===== src/rtl/counter_pkg.sv =====
// Purpose: shared constants for the counter sequencer (state encoding, direction codes, default width).
// Latency: n/a (declarations only).
// Backpressure: n/a.
// Ports: none.
package counter_pkg;

  localparam int CNT_W_DEF = 4;

  localparam logic MODE_UP   = 1'b1;
  localparam logic MODE_DOWN = 1'b0;

  // Encoding is visible on the debug/LED output, so values are fixed.
  typedef enum logic [2:0] {
    ST_IDLE  = 3'd0,
    ST_LOAD  = 3'd1,
    ST_RUN   = 3'd2,
    ST_PAUSE = 3'd3,
    ST_DONE  = 3'd4
  } state_t;

endpackage


===== src/rtl/counter_tick_gen.sv =====
// Purpose: prescaler that paces count steps; counts 0..PRESCALE-1 and wraps.
// Latency: o_tick is combinational from the prescaler register (asserted while it holds PRESCALE-1).
// Backpressure: none; i_hold freezes the count, i_clr (priority over hold) returns it to 0.
// Ports: i_clk, i_rst (sync, active-high), i_clr, i_hold -> o_tick.
// PRESCALE must be >= 2 so consecutive ticks are at least two cycles apart.
module counter_tick_gen #(
  parameter int PRESCALE = 4
) (
  input  logic i_clk,
  input  logic i_rst,
  input  logic i_clr,
  input  logic i_hold,
  output logic o_tick
);

  localparam int PW = $clog2(PRESCALE);
  localparam logic [PW-1:0] LAST = PW'(PRESCALE - 1);

  logic [PW-1:0] r_cnt;

  always_ff @(posedge i_clk) begin
    if (i_rst) begin
      r_cnt <= '0;
    end else if (i_clr) begin
      r_cnt <= '0;
    end else if (!i_hold) begin
      r_cnt <= (r_cnt == LAST) ? '0 : r_cnt + PW'(1);
    end
  end

  // Held prescaler never ticks, so a paused value of LAST does not fire until resumed.
  assign o_tick = !i_hold && (r_cnt == LAST);

endmodule


===== src/rtl/counter_seq_ctrl.sv =====
// Purpose: turns start/stop/load/dir button pulses into enable/mode/load controls for an up/down counter.
// Latency: all outputs registered; a button or tick acts on the edge after it is sampled.
// Backpressure: none; a button in the same cycle as a tick wins and that step is dropped.
// Ports: i_clk, i_rst (sync, active-high), i_btn_start/stop/load/dir, i_load_val, i_cnt_in
//        -> o_cnt_en, o_cnt_mode, o_cnt_load, o_cnt_load_val, o_tc, o_state.
// Option: COUNTER_CTRL_BOUNCE_EN makes a terminal hit reverse direction and keep running (ping-pong).
module counter_seq_ctrl
  import counter_pkg::*;
#(
  parameter int CNT_W    = CNT_W_DEF,
  parameter int PRESCALE = 4
) (
  input  logic             i_clk,
  input  logic             i_rst,
  input  logic             i_btn_start,
  input  logic             i_btn_stop,
  input  logic             i_btn_load,
  input  logic             i_btn_dir,
  input  logic [CNT_W-1:0] i_load_val,
  input  logic [CNT_W-1:0] i_cnt_in,
  output logic             o_cnt_en,
  output logic             o_cnt_mode,
  output logic             o_cnt_load,
  output logic [CNT_W-1:0] o_cnt_load_val,
  output logic             o_tc,
  output logic [2:0]       o_state
);

  state_t           r_state;
  logic             r_cnt_en;
  logic             r_cnt_mode;
  logic             r_cnt_load;
  logic [CNT_W-1:0] r_cnt_load_val;
  logic             r_tc;

  state_t           w_state_nxt;
  logic             w_cnt_en_nxt;
  logic             w_cnt_mode_nxt;
  logic             w_cnt_load_nxt;
  logic [CNT_W-1:0] w_cnt_load_val_nxt;
  logic             w_tc_nxt;
  logic             w_pre_clr;
  logic             w_pre_hold;
  logic             w_tick;
  logic             w_terminal;

  // Prescaler only advances in RUN; a stop in RUN still lets that cycle count, then holds.
  assign w_pre_hold = (r_state != ST_RUN);

  counter_tick_gen #(
    .PRESCALE (PRESCALE)
  ) u_tick_gen (
    .i_clk  (i_clk),
    .i_rst  (i_rst),
    .i_clr  (w_pre_clr),
    .i_hold (w_pre_hold),
    .o_tick (w_tick)
  );

  // The counter is never commanded past its end value in either direction.
  assign w_terminal = (r_cnt_mode == MODE_DOWN) ? (i_cnt_in == '0)
                                                : (i_cnt_in == {CNT_W{1'b1}});

  always_comb begin
    w_state_nxt        = r_state;
    w_cnt_en_nxt       = 1'b0;
    w_cnt_load_nxt     = 1'b0;
    w_tc_nxt           = 1'b0;
    w_cnt_mode_nxt     = r_cnt_mode;
    w_cnt_load_val_nxt = r_cnt_load_val;
    w_pre_clr          = 1'b0;

    // Direction toggles independently of the other buttons, except during the load cycle.
    if (i_btn_dir && (r_state != ST_LOAD)) begin
      w_cnt_mode_nxt = ~r_cnt_mode;
    end

    // Load has top priority wherever it is accepted; entering LOAD raises en+load together.
    if (i_btn_load && (r_state != ST_LOAD)) begin
      w_state_nxt        = ST_LOAD;
      w_cnt_load_val_nxt = i_load_val;
      w_cnt_en_nxt       = 1'b1;
      w_cnt_load_nxt     = 1'b1;
    end else begin
      case (r_state)
        ST_IDLE: begin
          if (i_btn_start) begin
            w_state_nxt = ST_RUN;
            w_pre_clr   = 1'b1;
          end
        end
        ST_LOAD: begin
          w_state_nxt = ST_IDLE;
        end
        ST_RUN: begin
          if (i_btn_stop) begin
            w_state_nxt = ST_PAUSE;
          end else if (w_tick) begin
            if (w_terminal) begin
              w_tc_nxt = 1'b1;
`ifdef COUNTER_CTRL_BOUNCE_EN
              // Reverse unconditionally; overrides a coincident dir press.
              w_cnt_mode_nxt = ~r_cnt_mode;
`else
              w_state_nxt = ST_DONE;
`endif
            end else begin
              w_cnt_en_nxt = 1'b1;
            end
          end
        end
        ST_PAUSE: begin
          if (i_btn_stop) begin
            w_state_nxt = ST_IDLE;
          end else if (i_btn_start) begin
            w_state_nxt = ST_RUN;
          end
        end
        ST_DONE: begin
          if (i_btn_start) begin
            w_state_nxt = ST_RUN;
            w_pre_clr   = 1'b1;
          end
        end
        default: begin
          w_state_nxt = ST_IDLE;
        end
      endcase
    end
  end

  always_ff @(posedge i_clk) begin
    if (i_rst) begin
      r_state        <= ST_IDLE;
      r_cnt_en       <= 1'b0;
      r_cnt_load     <= 1'b0;
      r_tc           <= 1'b0;
      r_cnt_mode     <= MODE_UP;
      r_cnt_load_val <= '0;
    end else begin
      r_state        <= w_state_nxt;
      r_cnt_en       <= w_cnt_en_nxt;
      r_cnt_load     <= w_cnt_load_nxt;
      r_tc           <= w_tc_nxt;
      r_cnt_mode     <= w_cnt_mode_nxt;
      r_cnt_load_val <= w_cnt_load_val_nxt;
    end
  end

  assign o_cnt_en       = r_cnt_en;
  assign o_cnt_mode     = r_cnt_mode;
  assign o_cnt_load     = r_cnt_load;
  assign o_cnt_load_val = r_cnt_load_val;
  assign o_tc           = r_tc;
  assign o_state        = r_state;

endmodule


===== config.mk =====
export PLATFORM = sky130hd
export DESIGN_NAME = counter_seq_ctrl
export DESIGN_NICKNAME = d
export VERILOG_FILES = /design/src/rtl/counter_pkg.sv /design/src/rtl/counter_tick_gen.sv /design/src/rtl/counter_seq_ctrl.sv
export SDC_FILE = /design/constraint.sdc
export NUM_CORES = 1
export LEC_CHECK = 0
export ABC_AREA = 0
export CORE_MARGIN = 2
export CORE_UTILIZATION = 41
export DETAILED_ROUTE_END_ITERATION = 7
export PLACE_DENSITY_LB_ADDON = 0.2
export REMOVE_ABC_BUFFERS = 1
export SYNTH_ARGS = -nofsm -noshare
export SYNTH_HDL_FRONTEND = slang
export SYNTH_SLANG_ARGS = --single-unit

===== constraint.sdc =====
create_clock -name i_clk -period 1.5 [get_ports i_clk]
set_clock_uncertainty 0.05 [all_clocks]
set_input_delay 0.225 -clock i_clk [delete_from_list [all_inputs] [get_ports i_clk]]
set_output_delay 0.225 -clock i_clk [all_outputs]
set_load 0.02 [all_outputs]

# Word-level counts from Yosys, hierarchy flattened
# Cells that the tools add are included.
[word_totals]
reg_bits = 13
input_bits = 14
output_inout_bits = 11
elab_cells = 54
[op_classes]
addsub = 1
n_eq_ne = 11
n_mux = 19
bitwise_logic = 3
reduce_logical = 12
[ops]
columns = ["operator", "n"]
rows = [
  ["$mux W3", 5],
  ["$mux W1", 12],
  ["$pmux W3 S3", 1],
  ["$eq A3 B2 Y1 const B", 2],
  ["$ne A3 B2 Y1 const B", 2],
  ["$reduce_or A2 Y1", 3],
  ["$reduce_or A5 Y1", 1],
  ["$eq A4 B4 Y1 const B", 1],
  ["$logic_not A4 Y1", 1],
  ["$ne A4 B3 Y1 const B", 1],
  ["$ne A4 B4 Y1 const B", 1],
  ["$reduce_and A2 Y1", 2],
  ["$eq A3 B3 Y1 const B", 1],
  ["$logic_and A1 B1 Y1", 3],
  ["$logic_not A3 Y1", 1],
  ["$ne A3 B1 Y1 const B", 1],
  ["$ne A3 B3 Y1 const B", 1],
  ["$not A1 Y1", 3],
  ["$add A2 B1 Y2 const B", 1],
  ["$eq A2 B2 Y1 const B", 1],
  ["$mux W2", 1],
  ["$logic_not A1 Y1", 1],
]

# Depth between registers and ports, before layout
[logic_depth]
ltp_word = 7
ltp_mapped = 5
mapped_depth_nobuf = 5

# Cells and area by module
# A second synthesis with hierarchy kept.
[unflattened]
hier_cells = 72
hier_area_um2 = 649.4
[by_module_without_submodules]
columns = ["module", "instances", "cells_per_inst", "area_per_inst_um2"]
rows = [
  ["counter_seq_ctrl", 1, 63, 550.5],
  ["counter_tick_gen", 1, 9, 98.8],
]

# Worst setup path before layout
# OpenSTA, ideal clock, no wires.
[synth_path]
path_type = "register to register"
startpoint = "register r_state[0], in the netlist o_state[0]"
endpoint = "register r_state[0], in the netlist o_state[0]"
setup_ns = 0.143
arrival_ns = 1.293
slack_ns = 0.013
path_stages_with_launch = 6
cell_sequence = "dfxtp_1 or3b_1 buf_2 o21ai_2 nor3b_1 a311oi_1"
[synth_between]
elab_chain_cells = 5
[synth_rtl]
columns = ["item", "line", "text"]
rows = [
  ["from (decl)", "counter_seq_ctrl.sv:29", "state_t r_state;"],
  ["from (signal assigned)", "counter_seq_ctrl.sv:141", "r_state <= w_state_nxt;"],
  ["$ne A3 B2 Y1", "counter_seq_ctrl.sv:48", "assign w_pre_hold = (r_state != ST_RUN);"],
  ["$logic_not A1 Y1", "counter_tick_gen.sv:32", "assign o_tick = !i_hold && (r_cnt == LAST);"],
  ["$logic_and A1 B1 Y1", "counter_tick_gen.sv:32", ""],
  ["$ne A4 B3 Y1 (no source line)", "--", ""],
  ["$reduce_and A2 Y1 (no source line)", "--", ""],
]
# Parallel ways exist; a longest one is shown, timed or not.
# A chain may end at the register's enable or synchronous reset.

# Final worst setup path
[layout_path]
startpoint = "register r_tc, in the netlist o_tc"
endpoint = "output o_tc"
[layout_lines]
columns = ["item", "line", "text"]
rows = [
  ["from (decl)", "counter_seq_ctrl.sv:34", "logic r_tc;"],
  ["from (signal assigned)", "counter_seq_ctrl.sv:144", "r_tc <= w_tc_nxt;"],
  ["to (decl)", "counter_seq_ctrl.sv:25", "output logic o_tc,"],
]
# No word-level cell between the ends.

==> flow_summary.json <==
{
  "slew_violations": 0,
  "n_antenna_cell": 0,
  "worst-path-buf-inv": 1,
  "dpl.cell_count": 115,
  "place_hpwl_mm": 1.17,
  "tns_ns": 0,
  "globalplace.congestion": 0.792,
  "wirelength_mm": 1.53,
  "yosysTopAreaCellShare_pct": 41.8,
  "worstMarginPinSlew_ns": 0.313,
  "cts_buffers": 3,
  "num_rows": 14,
  "wl_per_cell_um": 12.8,
  "mostFrequentLayoutCell": "clkdlybuf4s50_1",
  "clk_pin_slew_ns": 0.09,
  "min_period_over_period_pct": 97.1,
  "syn_avg_cell_area_um2": 8.78,
  "finalCriticalPeriod_ns": 1.46,
  "status": "completed",
  "yosysWarnings": 0,
  "fin_area_um2": 975,
  "clockRootBuffer": "clkbuf_4",
  "p_int_mw": 0.558,
  "track_usage_pct": 18.9,
  "slew_headroom_pct": 79.0,
  "switching_power_mw": 0.215,
  "synth_xor_xnor_area_share_pct": 0,
  "syn-instance-count": 71,
  "dieArea_mm2": 0.00185,
  "layout-drive-gt1-share_pct": 20.4,
  "synth_top_family_by_area": "simple AND/OR/NAND/NOR gates",
  "vdd_drop_max_uv": 594,
  "cp_slowest_cell": "clkdlybuf4s50_1",
  "die_x_um": 43.0,
  "asyncSetResetFlopFracSynth_pct": 0,
  "p_sw_share_pct": 27.9,
  "cts_tree": "done",
  "ys_seq_area_share_pct": 41.8,
  "final_nets": 119,
  "synth.area.top_cells": "dfxtp_1 (42%), a21oi_1 (6.4%), nand2_1 (3.6%), nand3_1 (3.2%), nor2_1 (3.0%)",
  "nFillCells": 137,
  "holdCritPathClass": "flop to flop",
  "synthAdderAreaFrac_pct": 2.01,
  "synthSimpleGateAreaFrac_pct": 32.9,
  "port_buffers": 24,
  "finalSetupViolations": 0,
  "syn_area_um2": 623,
  "endpoint_kind": "primary output",
  "overflow": 0,
  "yosys.area.top_type": "dfxtp_1",
  "clock_latency_ns": 0.28,
  "seqPwrFrac_pct": 48.7,
  "arrival_ns": 1.18,
  "ctsLongestPathBuffers": 2,
  "total_power_mw": 0.773,
  "ys.flop_type": "dfxtp_1",
  "placed_cell_area_um2": 918,
  "ys_types": 37,
  "p_clk_share_pct": 28.2,
  "drc_errors": 0,
  "critPathTopFamily": "buffers and inverters",
  "muxShareOfSynthArea_pct": 1.61,
  "worstPathRequired_ns": 1.22,
  "syn_to_final_growth_pct": 56.4,
  "antenna_found_initial": 0,
  "clock_sinks": 13,
  "ys_ff_latch": 13,
  "p_leak_nw": 0.463,
  "vias_per_cell": 5.14,
  "hold_viol_final": 0,
  "power.density_mw_per_mm2": 793,
  "cap_violations": 0,
  "grt_pass1_vias": 594,
  "die_h_um": 43.0,
  "cp_max_fo": 1,
  "synth_edf_count": 0,
  "max_freq_mhz": 687,
  "cp-start-kind": "flop",
  "first_pass_iters": 4,
  "synth_compound_area_share_pct": 17.1,
  "grt_max_degree": 9,
  "cts_hold_buf": 0,
  "pwr-share-comb_pct": 23.1,
  "core_area_mm2": 0.00147,
  "critical-path-max-stage-delay_ns": 0.59,
  "drt_iter0_drc": 6,
  "fin_cells": 119,
  "top_level_ports": 25,
  "start_util_pct": 42.3,
  "cts_max_level": 1,
  "grt_first_pass_wirelength_mm": 2.57,
  "final_antenna_net_count": 0,
  "cp_cell_sequence": "clkdlybuf4s50_1",
  "vias": 612,
  "crit_type": "flop to primary output",
  "layout_common_cells": "clkdlybuf4s50_1 (15), dfxtp_1 (11), a21oi_1 (8), buf_4 (8), nand2_1 (6)"
}
==> routing by layer <==
metal | up-vias | global-route usage, % | wire length, um
li1 | 319 | - | -
met1 | 272 | 24.4 | 716
met2 | 19 | 28.8 | 701
met3 | 2 | 5.53 | 99
met4 | 0 | 9.09 | 11
met5 | - | 0 | 0
==> Yosys cell counts, types with 2 or more instances <==
| cell type | instances |
|---|---|
| dfxtp_1 | 13 |
| nor2_1 | 5 |
| nand2b_1 | 2 |
| buf_2 | 2 |
| nand3_1 | 4 |
| or3b_1 | 2 |
| a21oi_1 | 8 |
| nand2_1 | 6 |
==> final timing paths <==
path,startpoint,endpoint,slack [ns],depth (start not counted)
setup / recovery,o_tc,o_tc,0.04,1
hold / removal,o_cnt_load_val[2],o_cnt_load_val[2],0.41,2
setup reg to reg,u_tick_gen.r_cnt[0],o_state[0],0.11,5
hold reg to reg,o_cnt_load_val[2],o_cnt_load_val[2],0.41,2
==> per-stage QoR <==
step | hold slack, ns | util [%] | setup slack, ns
after floorplan | 0.244 | - | 0.0125
after global placement | 0.392 | 62.4 | -0.222
after detailed placement | 0.402 | 62.4 | -0.274
after CTS | 0.413 | 63.9 | 0.00781
after global routing | 0.425 | 66.2 | -0.00180
final | 0.407 | 66.2 | 0.0434
==> registers in the layout, indices dropped and copies added, names as in the netlist <==
register and count:
o_cnt_load_val 4, o_state 3, u_tick_gen.r_cnt 2, o_cnt_en 1, o_cnt_load 1, o_cnt_mode 1, o_tc 1
==> power groups by stage <==
stage	combinational [mW]	sequential (mW)	clock [mW]
finish	0.178	0.376	0.218
global route	0.194	0.380	0.245
CTS	0.176	0.375	0.227
detailed placement	0.180	0.383	0
global placement	0.177	0.383	0
floorplan	0.0523	0.404	0
==> timing repair <==
item / CTS / global route
pin swaps: 0 / 1
resized for setup: 4 / 11
buffers inserted: 0 / 0
endpoints found under the setup margin: 4 / 14
==> cells by family after synthesis <==
kind of cell	after synthesis
AOI/OAI and AO/OA	17
adders and majority gates	1
buffers and inverters	5
DFF	13
muxes	1
and+or+nand+nor	34
==> cell type report <==
| class | instances | area (um^2) | area share [%] |
|---|---|---|---|
| Inverter | 1 | 3.75 | 0.385 |
| Clock buffer | 3 | 22.5 | 2.31 |
| Timing Repair Buffer | 32 | 308 | 31.6 |
| Clock inverter | 1 | 5.00 | 0.513 |
| Multi-Input combinational cell | 53 | 353 | 36.2 |
| Tap cell | 16 | 20.0 | 2.05 |
| Sequential cell | 13 | 263 | 27.0 |
(Power assumes the default switching activity.)
==> RTL change: new RTL, config.mk and constraints unchanged <==
`PRESCALE` is set to 4 in 2 places; all go to 2.
--- a/src/rtl/counter_tick_gen.sv
+++ b/src/rtl/counter_tick_gen.sv
@@ -4,7 +4,7 @@
 // Ports: i_clk, i_rst (sync, active-high), i_clr, i_hold -> o_tick.
 // PRESCALE must be >= 2 so consecutive ticks are at least two cycles apart.
 module counter_tick_gen #(
-  parameter int PRESCALE = 4
+  parameter int PRESCALE = 2
 ) (
   input  logic i_clk,
   input  logic i_rst,
--- a/src/rtl/counter_seq_ctrl.sv
+++ b/src/rtl/counter_seq_ctrl.sv
@@ -8,7 +8,7 @@
   import counter_pkg::*;
 #(
   parameter int CNT_W    = CNT_W_DEF,
-  parameter int PRESCALE = 4
+  parameter int PRESCALE = 2
 ) (
   input  logic             i_clk,
   input  logic             i_rst,
Behaviour: not the same (a bounded check fails within 4 cycles, from zero or initial values and one cycle with i_rst high).
==> RTL change against the unedited design <==
- worst setup slack lost 17 ps
- total power grew 0.29%
- final area shrank 13%
- die area shrank 18%
- worst hold slack gained 42 ps
- synthesized area shrank 20%
- sequential cell count shrank 1
- routed wire length shrank 18%
- clock power grew 20%
==> RTL change: results (changes against the unedited design) <==
The actual slew at the worst max-slew pin came out at 459 ps (was 313 ps). The multiplexer share of the synthesized area came out at 2.00% (was 1.61%). The placement-stage worst setup slack came out at -220 ps (was -274 ps). The synthesized area per cell came out at 9.81 um^2 (was 8.78 um^2). The final weighted congestion of routability-driven global placement is 0.735 (was 0.792). The average wire length per cell after detail routing came to 12.6 um (was 12.8 um). The number of iterations in the first detailed-routing pass came to 3 (was 4). The last element of the critical path is o_cnt_load (was o_tc). The minimum setup slack among reg-to-reg paths was 60 ps (was 110 ps). The number of different library cells in the post-synthesis netlist came out at 26 (was 37). Outcome: completed (unchanged). The timing startpoint of the critical path is o_cnt_load (was o_tc). The number of placed instances, taps included is 96 (was 115).

The fill cell instance count of the final layout is 98 (was 137). The number of global-route vias before repair came to 489 (was 594). The starting DRC count in detailed routing came out at 10 (was 6). The average vias per placed instance came out at 5.32 (was 5.14). Top area cells in the synthesized netlist: dfxtp_1 (48%), a22o_1 (7.0%), a21oi_1 (5.0%) (was dfxtp_1 (42%), a21oi_1 (6.4%), nand2_1 (3.6%)). The depth of the worst register-to-register path is 4 (was 5). The highest attainable clock frequency is 679 MHz (was 687 MHz). The final worst hold slack came out at 449 ps (was 407 ps).

The critical path arrival came out at 1200 ps (was 1180 ps). The reg-to-reg critical path startpoint is o_state[1] (was u_tick_gen.r_cnt[0]). The critical register-to-register path endpoint is o_state[2] (was o_state[0]). The stage delay of the slowest cell on the critical path came out at 610 ps (was 590 ps). The adder-cell share of the synthesized area came to 0% (was 2.01%). The fraction of the mapped netlist area in compound gates is 24.3% (was 17.1%). The total leakage power came out at 0.397 nW (was 0.463 nW). The share of post-route cells with drive strength above 1 came to 16.3% (was 20.4%).
-- RTL change: cell families (layout without fill, tap and decap cells) --
| kind of cell | count (synthesis) | count (layout) |
|---|---|---|
| mux | 1 | 1 |
| simple gates | 17 | 17 |
| compound gates | 18 | 18 |
| buf+inv | 3 | 38 |
| flops | 12 | 12 |
-- RTL change: routing by layer --
layer  share of wire, %  up-vias  global-route usage (%)
li1                   -      262                       -
met1                 43      245                    24.5
met2                 49       23                    33.3
met3                6.4        2                    3.47
met4                1.2        0                    10.3
met5                  0        -                       0
-- RTL change: area by class of cell --
cell class | count | area [um^2] | share of cell area (%)
multi-input cells | 36 | 253 | 29.8
flip-flops and latches | 12 | 240 | 28.3
clock buffers | 4 | 36.3 | 4.28
repair buffers | 31 | 290 | 34.2
inverters | 3 | 11.3 | 1.33
well taps | 14 | 17.5 | 2.06
-- RTL change: repair_timing --
action / CTS / global route
endpoints found under the hold margin: 0 / 0
gates resized for setup: 6 / 3
setup endpoints to repair: 6 / 3
pin swaps: 0 / 0
-- RTL change: worst min path at each step --
stage | startpoint | to | depth (start not counted)
2_1_floorplan | i_rst | u_tick_gen.r_cnt | 1
6_report | o_cnt_load_val[0] | o_cnt_load_val[0] | 1
5_1_grt | o_cnt_load_val[3] | o_cnt_load_val[3] | 1
4_1_cts | o_cnt_load_val[0] | o_cnt_load_val[0] | 1
3_5_place_dp | o_cnt_load_val[0] | o_cnt_load_val[0] | 1
3_3_place_gp | o_cnt_load_val[1] | o_cnt_load_val[1] | 1
-- RTL change: power breakdown --
group | switching [W] | leakage, nW | internal, W
sequential | 0.0000116 | 0.0986 | 0.000338
clock | 0.000113 | 0.0210 | 0.000148
combinational | 0.0000765 | 0.277 | 0.0000886
total | 0.000201 | 0.397 | 0.000574
-- RTL change: through the flow --
| stage | TNS (ps) | utilization, % | instance area, um^2 |
|---|---|---|---|
| 5_1_grt | 0 | 75.3 | 848 |
| 4_1_cts | 0 | 74.6 | 840 |
| 3_5_place_dp | -588 | 72.0 | 811 |
| 6_report | 0 | 75.3 | 848 |
| 3_3_place_gp | -538 | 72.0 | 811 |
| 2_1_floorplan | -74.6 | - | 500 |
